## config.mk

```make
export PLATFORM = sky130hd
export DESIGN_NAME = byte_serializer_ctrl
export DESIGN_NICKNAME = d
export VERILOG_FILES = /design/src/rtl/byte_serializer_ctrl.sv
export SDC_FILE = /design/constraint.sdc
export NUM_CORES = 1
export LEC_CHECK = 0
export CORE_MARGIN = 3
export CORE_UTILIZATION = 30
export DETAILED_ROUTE_END_ITERATION = 12
export PLACE_DENSITY = 0.5
export SYNTH_ARGS = -nofsm -noshare
export SYNTH_HDL_FRONTEND = slang
export SYNTH_SLANG_ARGS = --single-unit
```

## constraint.sdc

```tcl
create_clock -name clk -period 1.9 [get_ports clk]
set_input_delay 0.19 -clock clk [delete_from_list [all_inputs] [get_ports clk]]
set_output_delay 0.19 -clock clk [all_outputs]
set_load 0.01 [all_outputs]
```

## src/rtl/byte_serializer_ctrl.sv

```systemverilog
// Word-to-byte serializer controller: accepts a 32-bit word plus byte count and emits bytes over valid/ready.
// Optional BYTE_SER_MSB_FIRST_EN reverses byte order (index starts at len and counts down).
module byte_serializer_ctrl #(
    parameter int unsigned GAP_CYCLES = 0
) (
    input  logic        clk,
    input  logic        rst_n,
    input  logic        in_valid,
    output logic        in_ready,
    input  logic [31:0] in_data,
    input  logic [1:0]  in_len,
    output logic        out_valid,
    input  logic        out_ready,
    output logic [7:0]  out_byte,
    output logic        out_last,
    output logic [1:0]  byte_idx,
    output logic        busy
);

    localparam int unsigned CNT_W = 4;

    localparam logic [1:0] S_IDLE = 2'd0;
    localparam logic [1:0] S_SEND = 2'd1;
    localparam logic [1:0] S_GAP  = 2'd2;

    logic [1:0]       state_q, state_d;
    logic [31:0]      word_q, word_d;
    logic [1:0]       len_q, len_d;
    logic [1:0]       idx_d;
    logic [CNT_W-1:0] gap_q, gap_d;
    logic [1:0]       start_idx;
    logic [1:0]       next_idx;
    logic             last_nxt;

    // Byte ordering: where the index starts, how it steps, and which index ends the word
`ifdef BYTE_SER_MSB_FIRST_EN
    assign start_idx = in_len;
    assign next_idx  = 2'(byte_idx - 2'd1);
    assign last_nxt  = (state_d == S_SEND) && (idx_d == 2'd0);
`else
    assign start_idx = 2'd0;
    assign next_idx  = 2'(byte_idx + 2'd1);
    assign last_nxt  = (state_d == S_SEND) && (idx_d == len_d);
`endif

    // Next-state and datapath update
    always_comb begin
        state_d = state_q;
        word_d  = word_q;
        len_d   = len_q;
        idx_d   = byte_idx;
        gap_d   = gap_q;
        case (state_q)
            S_IDLE: begin
                if (in_valid && in_ready) begin
                    word_d  = in_data;
                    len_d   = in_len;
                    idx_d   = start_idx;
                    state_d = S_SEND;
                end
            end
            S_SEND: begin
                if (out_valid && out_ready) begin
                    if (out_last) begin
                        state_d = S_IDLE;
                    end else begin
                        idx_d = next_idx;
                        if (GAP_CYCLES > 0) begin
                            gap_d   = CNT_W'(GAP_CYCLES - 1);
                            state_d = S_GAP;
                        end
                    end
                end
            end
            S_GAP: begin
                if (gap_q == '0) begin
                    state_d = S_SEND;
                end else begin
                    gap_d = CNT_W'(gap_q - 1'b1);
                end
            end
            default: state_d = S_IDLE;
        endcase
    end

    // Registers; every output is derived from the next-state values
    always_ff @(posedge clk) begin
        if (!rst_n) begin
            state_q   <= S_IDLE;
            word_q    <= '0;
            len_q     <= '0;
            gap_q     <= '0;
            in_ready  <= 1'b0;
            out_valid <= 1'b0;
            out_byte  <= '0;
            out_last  <= 1'b0;
            byte_idx  <= '0;
            busy      <= 1'b0;
        end else begin
            state_q   <= state_d;
            word_q    <= word_d;
            len_q     <= len_d;
            gap_q     <= gap_d;
            in_ready  <= (state_d == S_IDLE);
            out_valid <= (state_d == S_SEND);
            out_byte  <= word_d[{idx_d, 3'b000} +: 8];
            out_last  <= last_nxt;
            byte_idx  <= idx_d;
            busy      <= (state_d != S_IDLE);
        end
    end

endmodule

```

Yosys cells after proc, flatten, opt, wreduce, memory -nomap -nowiden
Cells that the tools add are included.
Widths: inputs -> output; s select.
{ "op_classes": {"n_mux": 13, "n_reduce_logical": 8, "n_shift": 1, "eq_ne": 4, "n_addsub": 2, "bitwise_logic": 1} }
{ "op_table": {"columns": ["cell", "n"], "rows": [
  ["$mux 32", 2],
  ["$shiftx 32x6->8", 1],
  ["$mux 2", 9],
  ["$pmux 2 s3", 1],
  ["$eq 2x1->1 const B", 2],
  ["$logic_not 2->1", 2],
  ["$logic_not 4->1", 1],
  ["$pmux 2 s2", 1],
  ["$sub 4x1->4 const B", 1],
  ["$logic_and 1x1->1", 3],
  ["$add 2x1->2 const B", 1],
  ["$eq 2x2->1", 1],
  ["$eq 2x2->1 const B", 1],
  ["$reduce_and 2->1", 1],
  ["$reduce_bool 2->1", 1],
  ["$not 1->1", 1]
]} }
{ "word_totals": {"ff_bits": 54, "output_inout_bits": 14, "wordCells": 39} }

Logic depth before layout (Yosys ltp)
Gate-level depths: netlist (run 1).
{ "logic_depth": {"word_depth": 6, "mapped_depth": 6} }

Worst setup path after synthesis (run 1)
Ideal clock, no wire load.
{ "synth_path": {"path_kind": "reg-to-reg", "startpoint": "register byte_idx[0]", "endpoint": "register out_byte[4]", "period_less_slack_ns": 1.473, "setup_time_ns": 0.075, "required_time_ns": 1.825, "path_slack_ns": 0.427, "stages_incl_launch_ff": 7, "arrival_ns": 1.398, "path_cell_list": "dfxtp_1 > buf_2 > and4b_1 > nand2_2 > xnor2_2 > a21bo_2 > o22ai_1"} }
{ "synth_between": {"elab_chain_len": 5} }
{ "synth_lines": {"columns": ["element", "line", "text"], "rows": [
  ["start: declaration", "16", "output logic [1:0] byte_idx,"],
  ["start signal: assignment", "108", "byte_idx <= idx_d;"],
  ["$add 2x1->2", "42", "assign next_idx = 2'(byte_idx + 2'd1);"],
  ["$mux 2", "64", "if (out_last) begin"],
  ["$mux 2", "63", "if (out_valid && out_ready) begin"],
  ["$pmux 2 s2 (*)", "53", "case (state_q)"],
  ["$shiftx 32x6->8 (*)", "106", "out_byte <= word_d[{idx_d, 3'b000} +: 8];"],
  ["end signal: assignment", "106", null],
  ["end: declaration", "14", "output logic [7:0] out_byte,"]
]} }
Mark *: on every way between the ends. The rest lies on a longest branch, timed or not.
A chain may end at the register's enable or synchronous reset.

Worst setup path in the final report (run 1)
{ "layout_path": {"startpoint": "register byte_idx[0]", "endpoint": "output byte_idx[0]"} }
No word-level cell between the ends.

==> flow_metrics.tcl, run 1 <==
set metrics [dict create \
    ys_ff_latch 54 \
    drcViolationCount 0 \
    worst_hold_end "word_q[14]$_SDFF_PN0_" \
    yosys_most_used_dff "sky130_fd_sc_hd__dfxtp_1" \
    cp.arrival_ns 1.48 \
    hold_path.startpoint "in_data[14]" \
    grt_overflow 0 \
    routed_wire_length_per_instance_um 13.1 \
    initialDrtViolationCount 68 \
    crit_path_max_incr_delay_ns 0.61 \
    layout-area-overhead-vs-synth_pct 30.7 \
    cts_hold_repair.buffers 0 \
    min_period_over_period_pct 87.8 \
    clock_insertion_delay_worst_skew_ns 0.30 \
    htree_num_levels 2 \
    cts.sinks 54 \
    period_minus_slack_ns 1.67 \
    highest_clock_rate_mhz 600 \
    design.die.area_um2 9260 \
    critical-path-top-delay-family "buffers and inverters" \
    area_fraction_of_the_dominant_cell_type_after_synthesis_pct 44.3 \
    gp_congestion 0.756 \
    synth.yosys.seq_area_share_pct 44.3 \
    synth_enable_flop_cells 0 \
    vias_per_cell 4.52 \
    synthesis.nets 322 \
    floorplan.io_pins 52 \
    synth.largest_area_cell "sky130_fd_sc_hd__dfxtp_1" \
    critical_path.endpoint_type "primary output" \
    post-route-cell-area_um2 3190 \
    place.port_buffers 51 \
    clock_tree.root_cell "sky130_fd_sc_hd__clkbuf_8" \
    syn_avg_cell_area_um2 8.63 \
    dpl_cell_area_um2 3110 \
    worstPathMaxFanout 9 \
    cp_data_required_time_ns 1.71 \
    first_global_vias 1855 \
    final-hold-violation-count 0 \
    post_layout_nonfiller_instances 438 \
    synthSimpleGateAreaFrac_pct 21.8 \
    async_reset_ff_share_pct 0 \
    antennaDiodeCount 0 \
    peakVddDrop_mv 0.279 \
    grt_start_max_net_pins 49 \
    slowest_stage "sky130_fd_sc_hd__clkdlybuf4s50_1" \
    worst_hold_path.num_cells 3 \
    post-dp-hpwl_um 4220 \
    setup_violations 0 \
    final_layout_size_suffix_gt1_share_pct 10.7 \
    fin_setup_tns_ns 0 \
    ctsResizeCount 0 \
    r2r_end "out_byte[5]$_SDFF_PN0_" \
    synth-xor-area-share_pct 2.10 \
    floorplan.initialDensity_pct 31.3 \
    tritoncts "built" \
    largest_family_of_logic_cells_by_synthesized_area "compound AO/OA/AOI/OAI gates" \
    place_ws_ns 0.0450 \
    rsz_0062_raised_after_global_routing "no" \
    rr_startpoint "byte_idx[0]$_SDFF_PN0_" \
    r2r_cells 5 \
    chipWidth_um 96.2 \
    synth_cells 283 \
    rows 32 \
    complex_gate_fraction_of_the_synthesized_area_pct 22.6 \
    r2r_setup_slack_ns 0.27 \
    pwr_density_cell_nw_per_um2 681 \
    die_height_um 96.2 \
    grt_antenna_before_repair 0 \
    path_clk_slew_ns 0.09 \
    core-area_um2 7810 \
    cts_buffers 5 \
    netlist-cell-type-count 45 \
    finalNetCount 375 \
    criticalPathCategory "flop to primary output" \
    synth.top_cells.by_count "73 x sky130_fd_sc_hd__nand2_1, 54 x sky130_fd_sc_hd__dfxtp_1, 32 x sky130_fd_sc_hd__a21boi_0" \
    total_routing_resource_utilization_after_global_routing_pct 12.9 \
    slew-limit-headroom_pct 71.2 \
    status "finished, final reports clean" \
    skew_ns 0.00565 \
    synthMostInstantiatedCell "sky130_fd_sc_hd__nand2_1" \
    clock_tree.buffer_depth 2 \
    power.leakage_nw 1.12 \
    first_pass_grt_wire_length_um 9240 \
    hold_crit_path_type "input pin to flop" \
    dp.cells 431 \
    timing_worst_slew_pin_value_ns 0.433 \
    nFillCells 812 \
    timing.critical_path.cells "clkdlybuf4s50_1" \
    synth_warnings 0 \
    post_synth_instance_area_um2 2440 \
    max_cap_viol_count 0 \
    dr_total_vias 1978 \
    final-max-slew-violation-count 0 \
    finalWirelength_um 5750 \
    residual_antenna_violating_net_count_after_detailed_routing 0 \
    layout_setup_ws_ns 0.232 \
    biggest_area_contributors_in_the_synthesized_netlist "sky130_fd_sc_hd__dfxtp_1 44%, sky130_fd_sc_hd__nand2_1 11%, sky130_fd_sc_hd__a21boi_0 9.8%" \
    buf_inv_stages_crit_path 1 \
    synth-adder-area-share_pct 1.33 \
    multiplexer_share_of_the_synthesized_area_pct 3.69 \
    critical_path.startpoint_type "flop" \
    drt_first_pass_iters 4 \
    post-cts-setup-buffer-count 0 \
]
layout make-up:
cell class | count | area, µm² | share of cell area, %
clock inverters | 1 | 7.51 | 0.235
clock buffers | 6 | 72.6 | 2.27
well taps | 102 | 128 | 4.00
flip-flops and latches | 54 | 1080 | 33.9
multi-input cells | 205 | 1260 | 39.6
inverters | 7 | 26.3 | 0.823
repair buffers | 63 | 613 | 19.2
flip-flops by register name, indices dropped and copies added (netlist names):
| register | flops |
|---|---|
| word_q | 32 |
| out_byte | 8 |
| state_q | 2 |
| in_ready | 1 |
| gap_q | 4 |
| out_last | 1 |
| byte_idx | 2 |
| out_valid | 1 |
| len_q | 2 |
| busy | 1 |
worst max-delay path by stage:
stage                                       from                endpoint  slack [ns]  depth (start not counted)
after floorplan           byte_idx[0]$_SDFF_PN0_  out_byte[4]$_SDFF_PN0_        0.43                          6
after global placement                 out_ready  out_byte[5]$_SDFF_PN0_        0.10                          6
after detailed placement               out_ready  out_byte[5]$_SDFF_PN0_        0.05                          6
after CTS                 byte_idx[0]$_SDFF_PN0_             byte_idx[0]        0.22                          1
after global routing      byte_idx[0]$_SDFF_PN0_  out_byte[1]$_SDFF_PN0_        0.12                          5
final                     byte_idx[0]$_SDFF_PN0_             byte_idx[0]        0.23                          1
power breakdown:
part	leakage, nW	internal (mW)	switching [mW]
sequential	0.440	1.19	0.0361
combinational	0.645	0.190	0.151
clock	0.0373	0.254	0.354
tightest hold or removal path, delay by kind of cell:
family,cells,cell delay [ns]
buf+inv,1,0.40
compound gates,1,0.06
simple gates,1,0.05
kinds of logic after synthesis:
| logic type | after synthesis |
|---|---|
| adder cells (fa/ha/maj) | 3 |
| flip-flops | 54 |
| multiplexers | 9 |
| XOR/XNOR | 5 |
| AO/OA/AOI/OAI | 75 |
| AND/OR/NAND/NOR | 113 |
| buffers and inverters | 24 |
stage by stage:
stage	util [%]	power [mW]	hold WS, ns
after floorplan	-	1.42	0.335
after global placement	39.9	1.60	0.450
after detailed placement	39.9	1.60	0.457
after CTS	40.9	2.21	0.433
after global routing	40.9	2.29	0.445
final	40.9	2.17	0.440
layer usage:
metal | track usage [%] | up-vias | routed length, µm
met4 | 3.91 | 0 | 39
met5 | 0 | - | 0
met1 | 18.7 | 871 | 2940
met3 | 2.35 | 2 | 303
li1 | - | 1063 | -
met2 | 19.3 | 42 | 2470
layout by cell type, fill, tap and decap left out, types with 2 or more instances in the layout:
master                            synthesis  final
sky130_fd_sc_hd__maj3_1                   2      2
sky130_fd_sc_hd__o22ai_1                  8      8
sky130_fd_sc_hd__a21oi_1                  4      4
sky130_fd_sc_hd__dfxtp_1                 54     54
sky130_fd_sc_hd__nand3_1                  6      6
sky130_fd_sc_hd__a21boi_0                32     32
sky130_fd_sc_hd__nor2_1                  12     12
sky130_fd_sc_hd__mux2i_1                  9      9
sky130_fd_sc_hd__nand3_2                  2      2
sky130_fd_sc_hd__nand2_1                 73     73
sky130_fd_sc_hd__clkdlybuf4s50_1          0     51
sky130_fd_sc_hd__a31oi_1                  3      3
sky130_fd_sc_hd__clkbuf_8                 0      5
sky130_fd_sc_hd__xnor2_1                  3      3
sky130_fd_sc_hd__o21ai_0                  7      7
sky130_fd_sc_hd__nor3_1                   2      2
sky130_fd_sc_hd__a21boi_1                 3      3
sky130_fd_sc_hd__and2_1                   4      4
sky130_fd_sc_hd__inv_1                    7      7
sky130_fd_sc_hd__nor2b_1                  2      2
sky130_fd_sc_hd__a31o_2                   5      5
sky130_fd_sc_hd__buf_4                    1     11
sky130_fd_sc_hd__o21a_1                   6      6
Note: power is estimated with default switching activity, not from simulation.
==> inputs of run 2 (changes only) <==
Settings changed: CAP_MARGIN set to 20, SETUP_SLACK_MARGIN set to 0.4.
==> run 2 against run 1 <==
  * Total power grew 1.6%
  * Cell count up 0.91%
  * Register-to-register slack improved by 0.12 ns
  * Die area unchanged
  * Clock power grew 1%
  * Sequential power hardly changed
  * Worst setup slack improved by 0.16 ns
  * Worst hold slack got worse by 0.0016 ns
  * Non-clock buffer count grew 3
  * Combinational power is 7.6% higher
  * Largest power group unchanged
  * Highest routed layer unchanged
==> flow_metrics.tcl, run 2 (synthesized netlist as in run 1, its figures left out) <==
set metrics [dict create \
    final_core_util_pct 43.5 \
    rsz_0062_raised_after_global_routing "yes" \
    crit_path_max_incr_delay_ns 0.39 \
    first_pass_grt_wire_length_um 9320 \
    finalWirelength_um 6020 \
    hold_crit_path_type "input pin to flop" \
    post_layout_nonfiller_instances 442 \
    total_routing_resource_utilization_after_global_routing_pct 13.0 \
    die_height_um 96.2 \
    design_power_total_mw 2.21 \
    slowest_stage "sky130_fd_sc_hd__and4b_4" \
    skew_ns 0.00333 \
    timing_worst_slew_pin_value_ns 0.276 \
    grt_start_max_net_pins 49 \
    dr_total_vias 2058 \
    critical-path-top-delay-family "simple AND/OR/NAND/NOR gates" \
    final_layout_size_suffix_gt1_share_pct 16.8 \
    cp.arrival_ns 1.70 \
    pwr_density_cell_nw_per_um2 650 \
    r2r_setup_slack_ns 0.39 \
    layout_setup_ws_ns 0.395 \
    layout-area-overhead-vs-synth_pct 39.2 \
    multiInputGateArea_um2 1410 \
    cp_data_required_time_ns 2.09 \
    htree_num_levels 2 \
    drcViolationCount 0 \
    peakVddDrop_mv 0.282 \
    floorplan.initialDensity_pct 31.3 \
    chipWidth_um 96.2 \
    worst_hold_path.num_cells 3 \
    layout.cells.most_common "sky130_fd_sc_hd__nand2_1" \
    r2r_end "out_byte[0]$_SDFF_PN0_" \
    critical_path.endpoint_type "flop" \
    mostFrequentLayoutCells "73 x sky130_fd_sc_hd__nand2_1, 49 x sky130_fd_sc_hd__dfxtp_1, 48 x sky130_fd_sc_hd__clkdlybuf4s50_1, 30 x sky130_fd_sc_hd__a21boi_0, 12 x sky130_fd_sc_hd__nor2_1" \
    clock_tree.root_cell "sky130_fd_sc_hd__clkbuf_8" \
    r2r_cells 5 \
    drt_first_pass_iters 4 \
    worst_hold_end "word_q[14]$_SDFF_PN0_" \
    dpl_cell_area_um2 3110 \
    core-area_um2 7810 \
    antennaDiodeCount 0 \
    finalHoldWorstSlack_ns 0.438 \
    clock_tree.buffer_depth 2 \
    tritoncts "built" \
    min_period_over_period_pct 79.2 \
    finalNetCount 379 \
    rows 32 \
    fin_setup_tns_ns 0 \
    hold_path.startpoint "in_data[14]" \
    timing.critical_path.cells "and4b_4 > nand3_4 > nand2_8 > mux2i_1 > o22ai_1" \
    post-route-cell-area_um2 3400 \
    critical_path.startpoint_type "flop" \
    place.port_buffers 51 \
    post-dp-hpwl_um 4220 \
    gp_congestion 0.756 \
    rr_startpoint "state_q[1]$_SDFF_PN0_" \
    floorplan.io_pins 52 \
    final-hold-violation-count 0 \
    grt_overflow 0 \
    period_minus_slack_ns 1.51 \
    criticalPathCategory "flop to flop" \
    cts_buffers 5 \
    first_global_vias 1866 \
    dp.cells 431 \
    largest_register_ffs 32 \
    worstPathMaxFanout 8 \
    cts.sinks 54 \
    highest_clock_rate_mhz 664 \
    registers.top_by_ff_count "word_q" \
    slew-limit-headroom_pct 81.5 \
    place_ws_ns 0.0450 \
    final-max-slew-violation-count 0 \
    vias_per_cell 4.66 \
    initialDrtViolationCount 79 \
    buf_inv_stages_crit_path 0 \
    setup_violations 0 \
    path_clk_slew_ns 0.09 \
    max_cap_viol_count 0 \
    clock_insertion_delay_worst_skew_ns 0.30 \
    sequential_cell_area_um2 1100 \
    status "finished, final reports clean" \
    design.die.area_um2 9260 \
    nFillCells 800 \
    power.leakage_nw 1.23 \
    layout_top_registers "word_q (32), out_byte (8), gap_q (4)" \
    routed_wire_length_per_instance_um 13.6 \
    grt_antenna_before_repair 0 \
    residual_antenna_violating_net_count_after_detailed_routing 0 \
]
[run 2: cell count changes in the layout (fill, tap and decap cells not counted), sizes merged]
cell / change
buf: +3
clkdlybuf4s50: -3
dlymetal6s2s: +3
nand2: +1
[run 2: per-layer routing]
metal / global-route usage, % / vias up / part of all wire [%]
met5: 0 / - / 0
met4: 3.91 / 0 / 1.1
met3: 2.35 / 5 / 5.0
met2: 19.6 / 50 / 44
met1: 18.8 / 927 / 50
li1: - / 1076 / -
[run 2: worst register-to-register path, stage by stage (launching register included)]
cell,delay (ns)
sky130_fd_sc_hd__dfxtp_4,0.38
sky130_fd_sc_hd__and4b_4,0.39
sky130_fd_sc_hd__nand3_4,0.14
sky130_fd_sc_hd__nand2_8,0.13
sky130_fd_sc_hd__mux2i_1,0.25
sky130_fd_sc_hd__o22ai_1,0.11
[run 2: cell type report]
class / count / area share, %
multi-input combinational: 206 / 41.3
sequential: 54 / 32.3
timing repair buffer: 66 / 19.5
tap: 102 / 3.75
clock buffer: 6 / 2.13
inverter: 7 / 0.773
clock inverter: 1 / 0.221
[run 2: report_power, final]
part           total, mW  switching (mW)  internal, mW
logic              0.367           0.162         0.205
registers           1.23          0.0414          1.19
clock network      0.615           0.361         0.254
total               2.21           0.564          1.65
[run 2: how the worst max path moves through the flow]
stage | slack [ns] | from | cells past startpoint | to
global placement | 0.10 | out_ready | 6 | out_byte[5]$_SDFF_PN0_
floorplan | 0.43 | byte_idx[0]$_SDFF_PN0_ | 6 | out_byte[4]$_SDFF_PN0_
detailed placement | 0.05 | out_ready | 6 | out_byte[5]$_SDFF_PN0_
global route | 0.34 | state_q[0]$_SDFF_PN0_ | 5 | out_byte[3]$_SDFF_PN0_
finish | 0.39 | state_q[1]$_SDFF_PN0_ | 5 | out_byte[0]$_SDFF_PN0_
CTS | 0.35 | state_q[1]$_SDFF_PN0_ | 5 | out_byte[7]$_SDFF_PN0_
[run 2: repair_timing]
item                                    in CTS  in global routing
buffers inserted                             0                  3
pin swaps                                    2                  7
cloned                                       1                  0
hold buffers                                 0                  0
resized for setup                           10                 31
endpoints found under the setup margin      16                 29
==> inputs of run 3 (changes only) <==
Clock period 1.9 ns to 1.4 ns, I/O delays scaled along.
==> run 3 against run 2 <==
  * The flow now finishes with violations (negative setup slack)
  * Worst setup slack got worse by 0.52 ns
  * Register-to-register slack got worse by 0.52 ns
  * Combinational power increased by 68%
  * Global-route usage increased by 1.7 points
  * Maximum frequency decreased by 1.5%
  * Wire length increased by 8.5%
  * Critical endpoint is now out_last$_SDFF_PN0_
  * Largest cell class unchanged
  * Highest routed layer unchanged
==> flow_metrics.tcl, run 3 (synthesized netlist as in run 1, its figures left out) <==
set metrics [dict create \
    status "finished, violations left" \
    violations "negative setup slack" \
    core-area_um2 7810 \
    floorplan.io_pins 52 \
    final-max-slew-violation-count 0 \
    pwr_density_cell_nw_per_um2 822 \
    tritoncts "built" \
    first_pass_grt_wire_length_um 10600 \
    drt_first_pass_iters 4 \
    layout-area-overhead-vs-synth_pct 56.5 \
    grt_start_max_net_pins 26 \
    max_cap_viol_count 0 \
    combPwrFrac_pct 19.6 \
    cts_buffers 5 \
    layout_top_registers "word_q (32), out_byte (8), gap_q (4)" \
    total_routing_resource_utilization_after_global_routing_pct 14.7 \
    hold_crit_path_type "input pin to flop" \
    path_clk_slew_ns 0.10 \
    gp_congestion 0.816 \
    cts_hold_repair.buffers 0 \
    first_global_vias 2238 \
    rr_startpoint "state_q[1]$_SDFF_PN0_" \
    chipWidth_um 96.2 \
    hold_path.startpoint "in_data[12]" \
    antennaDiodeCount 0 \
    internal_power_mw 2.31 \
    registers.top_by_ff_count "word_q" \
    die_height_um 96.2 \
    rsz_0062_raised_after_global_routing "yes" \
    clock_tree.root_cell "sky130_fd_sc_hd__clkbuf_8" \
    largest_register_ffs 32 \
    worstPathMaxFanout 5 \
    place_ws_ns -0.360 \
    htree_num_levels 2 \
    grt_antenna_before_repair 0 \
    post-route-cell-area_um2 3820 \
    power.leakage_nw 1.48 \
    final_layout_size_suffix_gt1_share_pct 36.5 \
    critical_path.endpoint_type "flop" \
    highest_clock_rate_mhz 654 \
    nFillCells 762 \
    clock_insertion_delay_worst_skew_ns 0.31 \
    initialDrtViolationCount 65 \
    cts.sinks 54 \
    vias_per_cell 4.73 \
    multiInputGateArea_um2 1500 \
    dr_total_vias 2247 \
    residual_antenna_violating_net_count_after_detailed_routing 0 \
    clock_power_share_pct 27.6 \
    setup_violations 10 \
    final-hold-violation-count 0 \
    slew-limit-headroom_pct 82.7 \
    drcViolationCount 0 \
    seqPwrFrac_pct 52.8 \
    mostFrequentLayoutCells "65 x sky130_fd_sc_hd__nand2_1, 40 x sky130_fd_sc_hd__dfxtp_1, 36 x sky130_fd_sc_hd__clkdlybuf4s50_1, 25 x sky130_fd_sc_hd__a21boi_1, 24 x sky130_fd_sc_hd__buf_4" \
    sequential_cell_area_um2 1110 \
    cp_data_required_time_ns 1.65 \
    critical_path.startpoint_type "flop" \
    post-dp-hpwl_um 4500 \
    min_period_over_period_pct 109 \
    clock_tree.buffer_depth 2 \
    post_layout_nonfiller_instances 475 \
    finalWirelength_um 6540 \
    design.die.area_um2 9260 \
    dpl_cell_area_um2 3370 \
    floorplan.initialDensity_pct 31.3 \
    psw_mw 0.831 \
    skew_ns 0.00926 \
    peakVddDrop_mv 0.409 \
    dp.cells 454 \
    switching_power_share_of_the_total_pct 26.5 \
    routed_wire_length_per_instance_um 13.8 \
    rows 32 \
    layout.cells.most_common "sky130_fd_sc_hd__nand2_1" \
    cp.arrival_ns 1.77 \
    period_minus_slack_ns 1.53 \
    place.port_buffers 51 \
    timing_worst_slew_pin_value_ns 0.258 \
    grt_overflow 0 \
    layout_setup_ws_ns -0.128 \
    worst_setup_startpoint "state_q[1]$_SDFF_PN0_" \
    finalNetCount 412 \
    final_core_util_pct 48.9 \
    criticalPathCategory "flop to flop" \
]
-- run 3: worst paths after layout --
check,endpoint,slack (ns),cells after the start
setup / recovery,out_last$_SDFF_PN0_,-0.13,6
hold / removal,word_q[12]$_SDFF_PN0_,0.36,3
setup reg to reg,out_last$_SDFF_PN0_,-0.13,6
hold reg to reg,word_q[19]$_SDFF_PN0_,0.46,2
-- run 3: area by class of cell --
cell class,count,area share [%]
Multi-Input combinational cell,206,39.2
Tap cell,102,3.34
Clock inverter,2,0.360
Sequential cell,54,29.1
Clock buffer,5,1.80
Timing Repair Buffer,99,25.5
Inverter,7,0.688
-- run 3: timing repair --
item | CTS | global route
cloned | 1 | 0
buffers inserted | 8 | 5
endpoints found under the setup margin | 68 | 62
pin swaps | 20 | 18
resized for setup | 132 | 33
-- run 3: per-layer routing --
layer	global-route usage (%)	share of wire (%)	routed length, µm
met1	19.8	48	3140
met2	24.1	47	3070
met3	3.05	4.3	279
met4	3.20	0.78	51
met5	0	0	0
-- run 3: power by group through the flow --
| stage | sequential (mW) | clock (mW) | combinational [mW] |
|---|---|---|---|
| after floorplan | 1.69 | 0 | 0.247 |
| after global placement | 1.70 | 0 | 0.544 |
| after detailed placement | 1.70 | 0 | 0.545 |
| after CTS | 1.66 | 0.902 | 0.592 |
| after global routing | 1.67 | 0.946 | 0.673 |
| final | 1.66 | 0.866 | 0.616 |
-- run 3: worst max-delay path, cell delays in order, from the launching register on --
cell and delay [ns]:
sky130_fd_sc_hd__dfxtp_4 0.37, sky130_fd_sc_hd__and4b_4 0.38, sky130_fd_sc_hd__buf_6 0.12, sky130_fd_sc_hd__a21boi_2 0.05, sky130_fd_sc_hd__buf_4 0.13, sky130_fd_sc_hd__nor4_1 0.23
sky130_fd_sc_hd__o311a_1 0.19
-- run 3: through the flow --
step	hold slack [ns]	power [mW]	setup TNS, ns
after global placement	0.451	2.24	-8.23
after detailed placement	0.455	2.24	-8.49
final	0.364	3.14	-0.688
after CTS	0.358	3.15	-1.07
after floorplan	0.285	1.94	0
after global routing	0.371	3.29	-2.06
